## config.mk

```make
export PLATFORM = sky130hd
export DESIGN_NAME = mem_arbiter_rr
export DESIGN_NICKNAME = d
export VERILOG_FILES = /design/src/rtl/mem_arbiter_rr.sv
export SDC_FILE = /design/constraint.sdc
export NUM_CORES = 1
export LEC_CHECK = 0
export CAP_MARGIN = 20
export CORE_AREA = 2 2 541 543
export CTS_CLUSTER_SIZE = 12
export DETAILED_ROUTE_END_ITERATION = 10
export DIE_AREA = 0 0 543 545
export PLACE_DENSITY = 0.4
export SLEW_MARGIN = 20
export SYNTH_ARGS = -nofsm -noshare
export SYNTH_HDL_FRONTEND = slang
export SYNTH_SLANG_ARGS = --single-unit
```

## constraint.sdc

```tcl
create_clock -name clk -period 1.7 [get_ports clk]
set_input_delay 0.17 -clock clk [delete_from_list [all_inputs] [get_ports clk]]
set_output_delay 0.17 -clock clk [all_outputs]
set_load 0.05 [all_outputs]
```

## src/rtl/mem_arbiter_rr.sv

```systemverilog
// mem_arbiter_rr
//   Shares one line-wide memory port among NUM_PORTS cache ports. Only one
//   transaction is in flight at a time: IDLE picks a winner and latches its
//   request, BUSY presents it to memory until mmem_resp, and RESP returns the
//   captured line with a one-cycle completion pulse to the winning port.
//
// Configuration macro: MEM_ARB_RR_EN
//   defined   -> round-robin arbitration. The search starts at a pointer that
//                moves to (granted port + 1) mod NUM_PORTS on each completion.
//   undefined -> fixed priority. Port 0 has the highest priority and there is
//                no pointer.
//
// Handshake: a port raises req_read and/or req_write (both together means a
//   write) and holds it until its own req_resp bit pulses for one cycle.
//   req_rdata is valid only in that cycle. On the memory side, mmem_read or
//   mmem_write stays high with a stable address and data until a one-cycle
//   mmem_resp is seen. mmem_resp outside BUSY is ignored.
//
// Ports
//   clk, rst           clock; asynchronous active-low reset
//   req_read/req_write per-port request strobes [NUM_PORTS]
//   req_address        per-port address, port i at [i*ADDR_W +: ADDR_W]
//   req_wdata          per-port write line, port i at [i*LINE_W +: LINE_W]
//   req_rdata          shared read line (valid during RESP only)
//   req_resp           one-hot completion pulse
//   mmem_*             memory-side strobes, address, data and response
//   dbg_state          current FSM state (IDLE=0, BUSY=1, RESP=2)
module mem_arbiter_rr #(
  parameter int NUM_PORTS = 2,
  parameter int ADDR_W    = 32,
  parameter int LINE_W    = 256
) (
  input  logic                        clk,
  input  logic                        rst,
  input  logic [NUM_PORTS-1:0]        req_read,
  input  logic [NUM_PORTS-1:0]        req_write,
  input  logic [NUM_PORTS*ADDR_W-1:0] req_address,
  input  logic [NUM_PORTS*LINE_W-1:0] req_wdata,
  output logic [LINE_W-1:0]           req_rdata,
  output logic [NUM_PORTS-1:0]        req_resp,
  output logic                        mmem_read,
  output logic                        mmem_write,
  output logic [ADDR_W-1:0]           mmem_address,
  output logic [LINE_W-1:0]           mmem_wdata,
  input  logic [LINE_W-1:0]           mmem_rdata,
  input  logic                        mmem_resp,
  output logic [1:0]                  dbg_state
);

  localparam int IDX_W = $clog2(NUM_PORTS);

  typedef enum logic [1:0] {
    ST_IDLE = 2'd0,
    ST_BUSY = 2'd1,
    ST_RESP = 2'd2
  } state_e;

  state_e              state_q, state_d;
  logic [IDX_W-1:0]    idx_q, idx_d;
  logic                wr_q, wr_d;
  logic [ADDR_W-1:0]   addr_q, addr_d;
  logic [LINE_W-1:0]   wdata_q, wdata_d;
  logic [LINE_W-1:0]   line_q, line_d;
`ifdef MEM_ARB_RR_EN
  logic [IDX_W-1:0]    ptr_q, ptr_d;
`endif

  logic [NUM_PORTS-1:0] pending;
  logic                 grant_vld;
  logic [IDX_W-1:0]     grant_idx;
  logic [IDX_W-1:0]     cand_idx;

  assign pending = req_read | req_write;

  // Winner selection. Only the IDLE state uses it.
  always_comb begin : arbitrate
    grant_vld = 1'b0;
    grant_idx = '0;
    cand_idx  = '0;
    for (int k = 0; k < NUM_PORTS; k++) begin
`ifdef MEM_ARB_RR_EN
      // Walk upward from the pointer. Wrap by subtraction so that NUM_PORTS
      // does not have to be a power of two.
      if (int'(ptr_q) + k >= NUM_PORTS) cand_idx = IDX_W'(int'(ptr_q) + k - NUM_PORTS);
      else                              cand_idx = IDX_W'(int'(ptr_q) + k);
`else
      cand_idx = IDX_W'(k);
`endif
      if (!grant_vld && pending[cand_idx]) begin
        grant_vld = 1'b1;
        grant_idx = cand_idx;
      end
    end
  end

  always_comb begin : next_state
    state_d = state_q;
    idx_d   = idx_q;
    wr_d    = wr_q;
    addr_d  = addr_q;
    wdata_d = wdata_q;
    line_d  = line_q;
`ifdef MEM_ARB_RR_EN
    ptr_d   = ptr_q;
`endif
    case (state_q)
      ST_IDLE: begin
        if (grant_vld) begin
          idx_d   = grant_idx;
          wr_d    = req_write[grant_idx];  // read+write together is served as a write
          addr_d  = req_address[grant_idx*ADDR_W +: ADDR_W];
          wdata_d = req_wdata[grant_idx*LINE_W +: LINE_W];
          state_d = ST_BUSY;
        end
      end
      ST_BUSY: begin
        if (mmem_resp) begin
          line_d  = mmem_rdata;
          state_d = ST_RESP;
        end
      end
      ST_RESP: begin
        state_d = ST_IDLE;
`ifdef MEM_ARB_RR_EN
        if (idx_q == IDX_W'(NUM_PORTS - 1)) ptr_d = '0;
        else                                ptr_d = idx_q + IDX_W'(1);
`endif
      end
      default: state_d = ST_IDLE;
    endcase
  end

  always_ff @(posedge clk or negedge rst) begin
    if (!rst) begin
      state_q <= ST_IDLE;
      idx_q   <= '0;
      wr_q    <= 1'b0;
      addr_q  <= '0;
      wdata_q <= '0;
      line_q  <= '0;
`ifdef MEM_ARB_RR_EN
      ptr_q   <= '0;
`endif
    end else begin
      state_q <= state_d;
      idx_q   <= idx_d;
      wr_q    <= wr_d;
      addr_q  <= addr_d;
      wdata_q <= wdata_d;
      line_q  <= line_d;
`ifdef MEM_ARB_RR_EN
      ptr_q   <= ptr_d;
`endif
    end
  end

  // The outputs decode from the state register. An asynchronous reset therefore
  // drops the memory strobes at once, without waiting for a clock edge.
  always_comb begin : outputs
    req_resp   = '0;
    req_rdata  = '0;
    mmem_read  = 1'b0;
    mmem_write = 1'b0;
    if (state_q == ST_BUSY) begin
      mmem_read  = !wr_q;
      mmem_write = wr_q;
    end
    if (state_q == ST_RESP) begin
      req_resp[idx_q] = 1'b1;
      req_rdata       = line_q;
    end
  end

  assign mmem_address = addr_q;
  assign mmem_wdata   = wdata_q;
  assign dbg_state    = state_q;

endmodule

```

==> run summary, run 1 <==
### Floorplanning
• 545 um — overall die height
• 198 — Placement Rows
• 290100 um2 — area of the core
• 8.692% — Initial Utilization
• 295900 um2 — area of the die
• 543 um — Die Span X
• 1389 — boundary pin count

### Power
• 23.77 nW — LEAKAGE
• 0.001074 V — worst-case vdd ir drop
• 25.9% — part of the power in registers
• 17.9% — relative contribution of the clock network to total power
• 0.04276 W — Net Switching
• 56.2% — combinational share of power
• 0.05102 W — design internal power
• 45.59% — switching power as a share of total power
• 1679 nW/um2 — power density of the placed cells

### Logic synthesis
• dfrtp_1 — post-synthesis cell type with the largest combined area
• 100.0% — share of synthesized registers carrying an async set or reset
• dfrtp_1 54%, mux2_2 11%, a221oi_1 10%, inv_1 8.6%, and2_1 6.4% — main area contributors after synthesis
• 548 — number of synthesized register bits
• 0 — Synth warnings
• 2416 — synthesized instance count
• dfrtp_1 — main flop type after synthesis
• 579 x inv_1, 548 x dfrtp_1, 288 x a221oi_1, 288 x nor3_1, 257 x and2_1 — top post-synthesis cells by count
• 54.39% — proportion of netlist area held by the largest area contributor
• 25210 um2 — mapped cell area
• 10.44 um2 — mean area per synthesized cell
• inv_1 — most repeated cell in the gate-level netlist after synthesis
• 19 — number of distinct library cells after synthesis
• 0 — Post-synth EDFFs
• 3255 — net count after synthesis
• 54.39% — portion of the post-synthesis area used by sequential elements

### Status
• complete, but fails checks — run status
• setup timing — failing checks

### Timing
• 149.1% — final cycle utilization of the critical path
• yes — unrepaired setup endpoints after global routing
• -0.8339 ns — post-route setup slack
• 62.78% — Slew Limit Headroom
• 0.06765 ns — final worst clock skew
• -300.30 ns — Setup TNS Final
• 747 — count of final setup violators
• 0.5566 ns — slew at the pin closest to its max-slew limit
• 2.534 ns — post-route minimum period
• 394.6 MHz — Highest Clock Rate
• 0 — count of pins over their slew limit
• 0 — number of hold-slack violations in the final timing report

### Setup path
• -0.44 ns — reg2reg setup slack
• dbg_state[1] — reg2reg start
• flop — kind of launch point of the worst setup path
• 5 — highest net fanout along the worst path
• 7 — path depth of the worst reg2reg path
• flop to output pin — critical setup path kind
• mmem_wdata[240] — R2R Path End
• 2.36 ns — CP Data Arrival Time
• 1.53 ns — Worst EP required
• output pin — Crit. End Element

### Min path
• req_wdata[411] — start point of the worst min-delay path
• mmem_wdata[155] — end of the worst hold path
• 3 — number of cells on the worst hold path
• input port to flop — path type of the worst min-delay path

### Routing
• 23.03 um — average detailed-routed wire length per instance
• 0 — final routed DRC violation total
• 3.197 — Avg Vias per Cell
• 192000 um — routed wire length
• 5 — DR pass1 iterations
• 0 — ANT nets after route
• 26653 — vias after detailed routing
• 1306 — first-iteration detailed-routing DRC count

### CTS
• 4 — maximum buffer depth of the clock tree
• 0.80 ns — clock latency of the later-clocked register in the worst-skew pair
• 0.06 ns — clock slew at the register clock pins of the worst setup and hold paths
• 3 — Clock H-tree levels
• 548 — number of clock sinks
• clkbuf_16 — root cell of the clock tree
• yes — CTS tree
• 78 — number of clock buffers inserted by TritonCTS

### Final layout
• 5202 — count of nets after finishing
• 55870 um2 — final design instance area without fill
• 19.26% — final standard cell utilization of the core
• 121.6% — signed area change from the synthesized netlist to the final layout
• 31705 — fillers
• 30.44% — share of cells above drive strength 1

### Global route
• 84 — maximum number of pins on one net before global-route repair
• 112 — number of antenna violations at the first check in global routing
• 0 — global-route congestion overflow total
• 249000 um — first-pass GRT wire length
• 28354 — vias in the first global route
• 12.29% — total routing usage reported by global routing

### Job
• 0 — total of max-cap violations

### Place
• 0.8815 — RD Place Congestion
• 47820 um2 — cell area reported after detailed placement
• 1388 — number of I/O port buffers
• 160200 um — half-perimeter wire length after placement

-- registers in the layout, summed over array words and instances, names as in the netlist --
register,flops
wr_q,1
dbg_state,2
line_q,256
mmem_address,32
mmem_wdata,256
idx_q,1
-- layout by cell type, fill, tap and decap left out, types with 16 or more instances in the layout --
cell	count
inv_1	579
and2_4	237
clkbuf_1	18
a221oi_1	272
nor3_1	285
mux2_2	256
diode_2	23
clkdlybuf4s50_1	891
dlygate4sd3_1	474
clkbuf_16	88
a221oi_2	16
and2_2	20
buf_4	325
buf_12	322
dfrtp_1	546
clkbuf_8	19
-- area by class of cell --
type | instances | area [um2] | area share [%]
Antenna cell | 23 | 57.56 | 0.1030
Clock buffer | 115 | 2281 | 4.083
Clock inverter | 17 | 254.0 | 0.4546
Inverter | 579 | 2173 | 3.890
Multi-Input combinational cell | 1105 | 9355 | 16.75
Sequential cell | 548 | 13720 | 24.55
Tap cell | 3900 | 4880 | 8.734
Timing Repair Buffer | 2051 | 23150 | 41.44
-- power groups by stage --
stage	combinational (W)	sequential, W	clock, W
global route	0.0556	0.0251	0.0180
global placement	0.0512	0.0244	0
finish	0.0527	0.0243	0.0168
detailed placement	0.0515	0.0243	0
floorplan	0.0175	0.0342	0
CTS	0.0527	0.0243	0.0175
-- metal layers --
| metal | wire [um] | GRT usage (%) | vias to the layer above |
|---|---|---|---|
| met5 | 584 | 0 | - |
| met4 | 7864 | 4.485 | 88 |
| met3 | 18690 | 5.316 | 347 |
| met2 | 92510 | 20.98 | 1298 |
| met1 | 72360 | 13.44 | 12913 |
| li1 | - | - | 12007 |
-- logic make-up after synthesis --
logic type      count (synthesis)  share of synthesized area [%]
simple gates                  556                          12.37
flops                         548                          54.39
mux                           257                          11.47
compound gates                292                          10.11
buf+inv                       763                          11.67
-- through the flow --
step	setup slack, ns	power, W	instances	hold slack, ns
3_3_place_gp	-0.6419	0.07552	7688	0.3689
4_1_cts	-0.9708	0.09454	8298	0.0003038
2_1_floorplan	-0.1909	0.05177	2416	-0.1256
5_1_grt	-0.9550	0.09868	8321	0.02206
6_report	-0.8339	0.09378	8338	0.07155
3_5_place_dp	-0.6219	0.07584	7688	0.3753
-- worst max-delay path by stage --
stage                  from               to  cells past startpoint
2_1_floorplan  dbg_state[0]  mmem_wdata[137]                      6
3_3_place_gp   req_write[1]  mmem_wdata[124]                      8
3_5_place_dp   req_write[1]  mmem_wdata[132]                      8
4_1_cts        dbg_state[0]    req_rdata[82]                      7
5_1_grt        dbg_state[0]   req_rdata[120]                      8
6_report       dbg_state[0]   req_rdata[167]                      8
-- worst max-delay path, cell delays in order, from the launching register on --
cell,delay (ns)
dfrtp_2,0.40
buf_6,0.12
nor2b_4,0.19
buf_12,0.17
buf_12,0.16
buf_6,0.12
buf_6,0.10
and2_4,0.19
buf_12,0.14
-- what timing repair did --
action,CTS,global route
setup endpoints to repair,872,879
setup buffers,4,10
cloned,0,12
hold endpoints to repair,1000,0
hold buffers,474,0
pin swaps,0,80
resized for setup,17,122
Note: power is estimated with default switching activity, not from simulation.
==> run 2: changes to the inputs <==
--- a/config.mk
+++ b/config.mk
@@ -11,6 +11,7 @@
 export DETAILED_ROUTE_END_ITERATION = 10
 export DIE_AREA = 0 0 543 545
 export PLACE_DENSITY = 0.4
+export SETUP_SLACK_MARGIN = 0.3
 export SLEW_MARGIN = 20
 export SYNTH_ARGS = -nofsm -noshare
 export SYNTH_HDL_FRONTEND = slang
==> run summary, run 2 (same netlist as run 1, synthesis figures left out) <==
### Status
• complete, but fails checks — run status, unchanged
• setup timing — failing checks, unchanged

### Final layout
• 121.9% — signed area change from the synthesized netlist to the final layout, was 121.6%
• 30.17% — share of cells above drive strength 1, was 30.44%
• 5248 — count of nets after finishing, was 5202
• 19.29% — final standard cell utilization of the core, was 19.26%
• 899 x clkdlybuf4s50_1, 579 x inv_1, 546 x dfrtp_1, 479 x dlygate4sd3_1, 383 x buf_4 — highest-count cells in the layout ignoring fill and taps, was 891 x clkdlybuf4s50_1, 579 x inv_1, 546 x dfrtp_1, 474 x dlygate4sd3_1, 325 x buf_4
• clkdlybuf4s50_1 — most common cell after layout, fill and taps aside, unchanged
• 31779 — fillers, was 31705

### CTS
• yes — CTS tree, unchanged
• clkbuf_16 — root cell of the clock tree, unchanged
• 4 — maximum buffer depth of the clock tree, unchanged
• 548 — number of clock sinks, unchanged
• 78 — number of clock buffers inserted by TritonCTS, unchanged
• 0.06 ns — clock slew at the register clock pins of the worst setup and hold paths, about the same
• 3 — Clock H-tree levels, unchanged
• 0.78 ns — clock latency of the later-clocked register in the worst-skew pair, was 0.80 ns

### Routing
• 5 — DR pass1 iterations, unchanged
• 1330 — first-iteration detailed-routing DRC count, was 1306
• 26811 — vias after detailed routing, was 26653
• 22.28 um — average detailed-routed wire length per instance, was 23.03 um
• 0 — final routed DRC violation total, unchanged
• 3.194 — Avg Vias per Cell, was 3.197
• 0 — ANT nets after route, unchanged
• 187000 um — routed wire length, was 192000 um

### Setup path
• output pin — Crit. End Element, unchanged
• buffers and inverters — family with the most delay on the worst path, unchanged
• dbg_state[0] — Worst Setup SP, unchanged
• mmem_wdata[235] — R2R Path End, was mmem_wdata[240]
• 2.33 ns — CP Data Arrival Time, was 2.36 ns
• 15 — highest net fanout along the worst path, was 5
• dbg_state[0] — reg2reg start, was dbg_state[1]
• 1.53 ns — Worst EP required, about the same
• 7 — cell count along the critical path, was 8
• buf_6 > nor2b_4 > buf_12 > buf_12 > buf_12 > and2_4 > buf_12 — critical path cell sequence, was buf_6 > nor2b_4 > buf_12 > buf_12 > buf_6 > buf_6 > and2_4 > buf_12
• buf_12 — most prevalent standard cell on the critical path
• flop to output pin — critical setup path kind, unchanged
• 5 — Buffers & Inverters on Critical Path, was 6
• -0.27 ns — reg2reg setup slack, was -0.44 ns
• req_rdata[172] — CP Capture Point, was req_rdata[167]
• 5 — path depth of the worst reg2reg path, was 7
• dfrtp_2 — CP max-delay cell, unchanged
• flop — kind of launch point of the worst setup path, unchanged
• 0.41 ns — biggest cell delay along the critical path, was 0.40 ns

### Floorplanning
• 198 — Placement Rows, unchanged
• 545 um — overall die height, unchanged
• 8.692% — Initial Utilization, unchanged
• 290100 um2 — area of the core, unchanged
• 295900 um2 — area of the die, unchanged
• 543 um — Die Span X, unchanged
• 1389 — boundary pin count, unchanged

### Power
• 0.05067 W — design internal power, was 0.05102 W
• 0.0009362 V — worst-case vdd ir drop, was 0.001074 V
• 23.87 nW — LEAKAGE, was 23.77 nW
• 1669 nW/um2 — power density of the placed cells, was 1679 nW/um2
• 45.75% — switching power as a share of total power, was 45.59%
• 26.1% — part of the power in registers, was 25.9%
• 0.04274 W — Net Switching, was 0.04276 W
• 55.7% — combinational share of power, was 56.2%
• 18.2% — relative contribution of the clock network to total power, was 17.9%

### Global route
• 86 — maximum number of pins on one net before global-route repair, was 84
• 28203 — vias in the first global route, was 28354
• 0 — global-route congestion overflow total, unchanged
• 12.05% — total routing usage reported by global routing, was 12.29%
• 245300 um — first-pass GRT wire length, was 249000 um
• 113 — number of antenna violations at the first check in global routing, was 112

### Timing
• 0 — count of pins over their slew limit, unchanged
• 0.04614 ns — final worst clock skew, was 0.06765 ns
• 399.6 MHz — Highest Clock Rate, was 394.6 MHz
• 2.502 ns — post-route minimum period, was 2.534 ns
• 0 — number of hold-slack violations in the final timing report, unchanged
• 851 — count of final setup violators, was 747
• 147.2% — final cycle utilization of the critical path, was 149.1%
• -0.8023 ns — post-route setup slack, was -0.8339 ns
• 0.6132 ns — slew at the pin closest to its max-slew limit, was 0.5566 ns
• 0.05962 ns — tightest hold margin, was 0.07155 ns
• 58.81% — Slew Limit Headroom, was 62.78%
• yes — unrepaired setup endpoints after global routing, unchanged

### Job
• 0 — total of max-cap violations, unchanged

### Place
• -0.6131 ns — worst slack at placement, was -0.6219 ns
• 0.9108 — RD Place Congestion, was 0.8815
• 158200 um — half-perimeter wire length after placement, was 160200 um
• 1388 — number of I/O port buffers, unchanged

### Min path
• input port to flop — path type of the worst min-delay path, unchanged
• 3 — number of cells on the worst hold path, unchanged

-- run 2: changes by cell type in the layout (fill, tap and decap cells not counted), sizes merged --
cell / previous run / this run
clkbuf: 132 / 117
clkinv: 7 / 13
dlygate4sd3: 474 / 479
clkdlybuf4s50: 891 / 899
clkinvlp: 0 / 2
buf: 669 / 718
inv: 584 / 582
diode: 23 / 26
-- run 2: routing by layer --
layer  global-route usage, %  vias to the layer above  wire [um]
met4                   2.429                       60       4440
met1                   13.71                    13020      73010
met3                   4.582                      299      16910
met5                       0                        -        383
met2                   21.27                     1308      92250
li1                        -                    12124          -
-- run 2: power by group through the flow --
stage / sequential [W] / clock, W / combinational [W]
after floorplan: 0.0342 / 0 / 0.0175
after global placement: 0.0246 / 0 / 0.0512
after detailed placement: 0.0245 / 0 / 0.0517
after CTS: 0.0245 / 0.0178 / 0.0528
after global routing: 0.0252 / 0.0183 / 0.0547
final: 0.0244 / 0.0170 / 0.0520
-- run 2: worst min-delay path: stages --
cell and delay, ns:
clkdlybuf4s50_1 0.41, inv_1 0.08, a221oi_1 0.08
-- run 2: stage by stage --
step | power (W) | area, um2 | std cells | TNS [ns]
2_1_floorplan | 0.05177 | 25910 | 2416 | -92.42
3_3_place_gp | 0.07578 | 48400 | 7748 | -198.70
3_5_place_dp | 0.07614 | 48400 | 7748 | -204.97
4_1_cts | 0.09508 | 55820 | 8367 | -338.64
5_1_grt | 0.09822 | 55900 | 8374 | -376.14
6_report | 0.09341 | 55950 | 8394 | -268.07
-- run 2: how the worst min path moves through the flow --
stage | from | to
after floorplan | rst | dbg_state[0]
after global placement | rst | mmem_wdata[88]
after detailed placement | rst | mmem_wdata[88]
after CTS | req_wdata[171] | mmem_wdata[171]
after global routing | req_wdata[352] | mmem_wdata[96]
final | req_wdata[417] | mmem_wdata[161]
-- run 2: layout make-up --
type                       count  area (um2)  area share, %
antenna                       26       65.06         0.1163
clock buffer                 116        2255          4.030
clock inverter                23       311.5         0.5568
inverter                     579        2173          3.884
multi-input combinational   1105        9225          16.49
sequential                   548       13720          24.51
tap                         3900        4880          8.721
timing repair buffer        2097       23330          41.69
-- run 2: repair_timing --
item                                    4_1_cts  5_1_grt
hold buffers                                479        0
endpoints found under the setup margin     1098     1234
cloned                                        0        1
gates resized for setup                      16       15
pin swaps                                     4        2
setup buffers                                 1        0
hold endpoints to repair                   1013        0
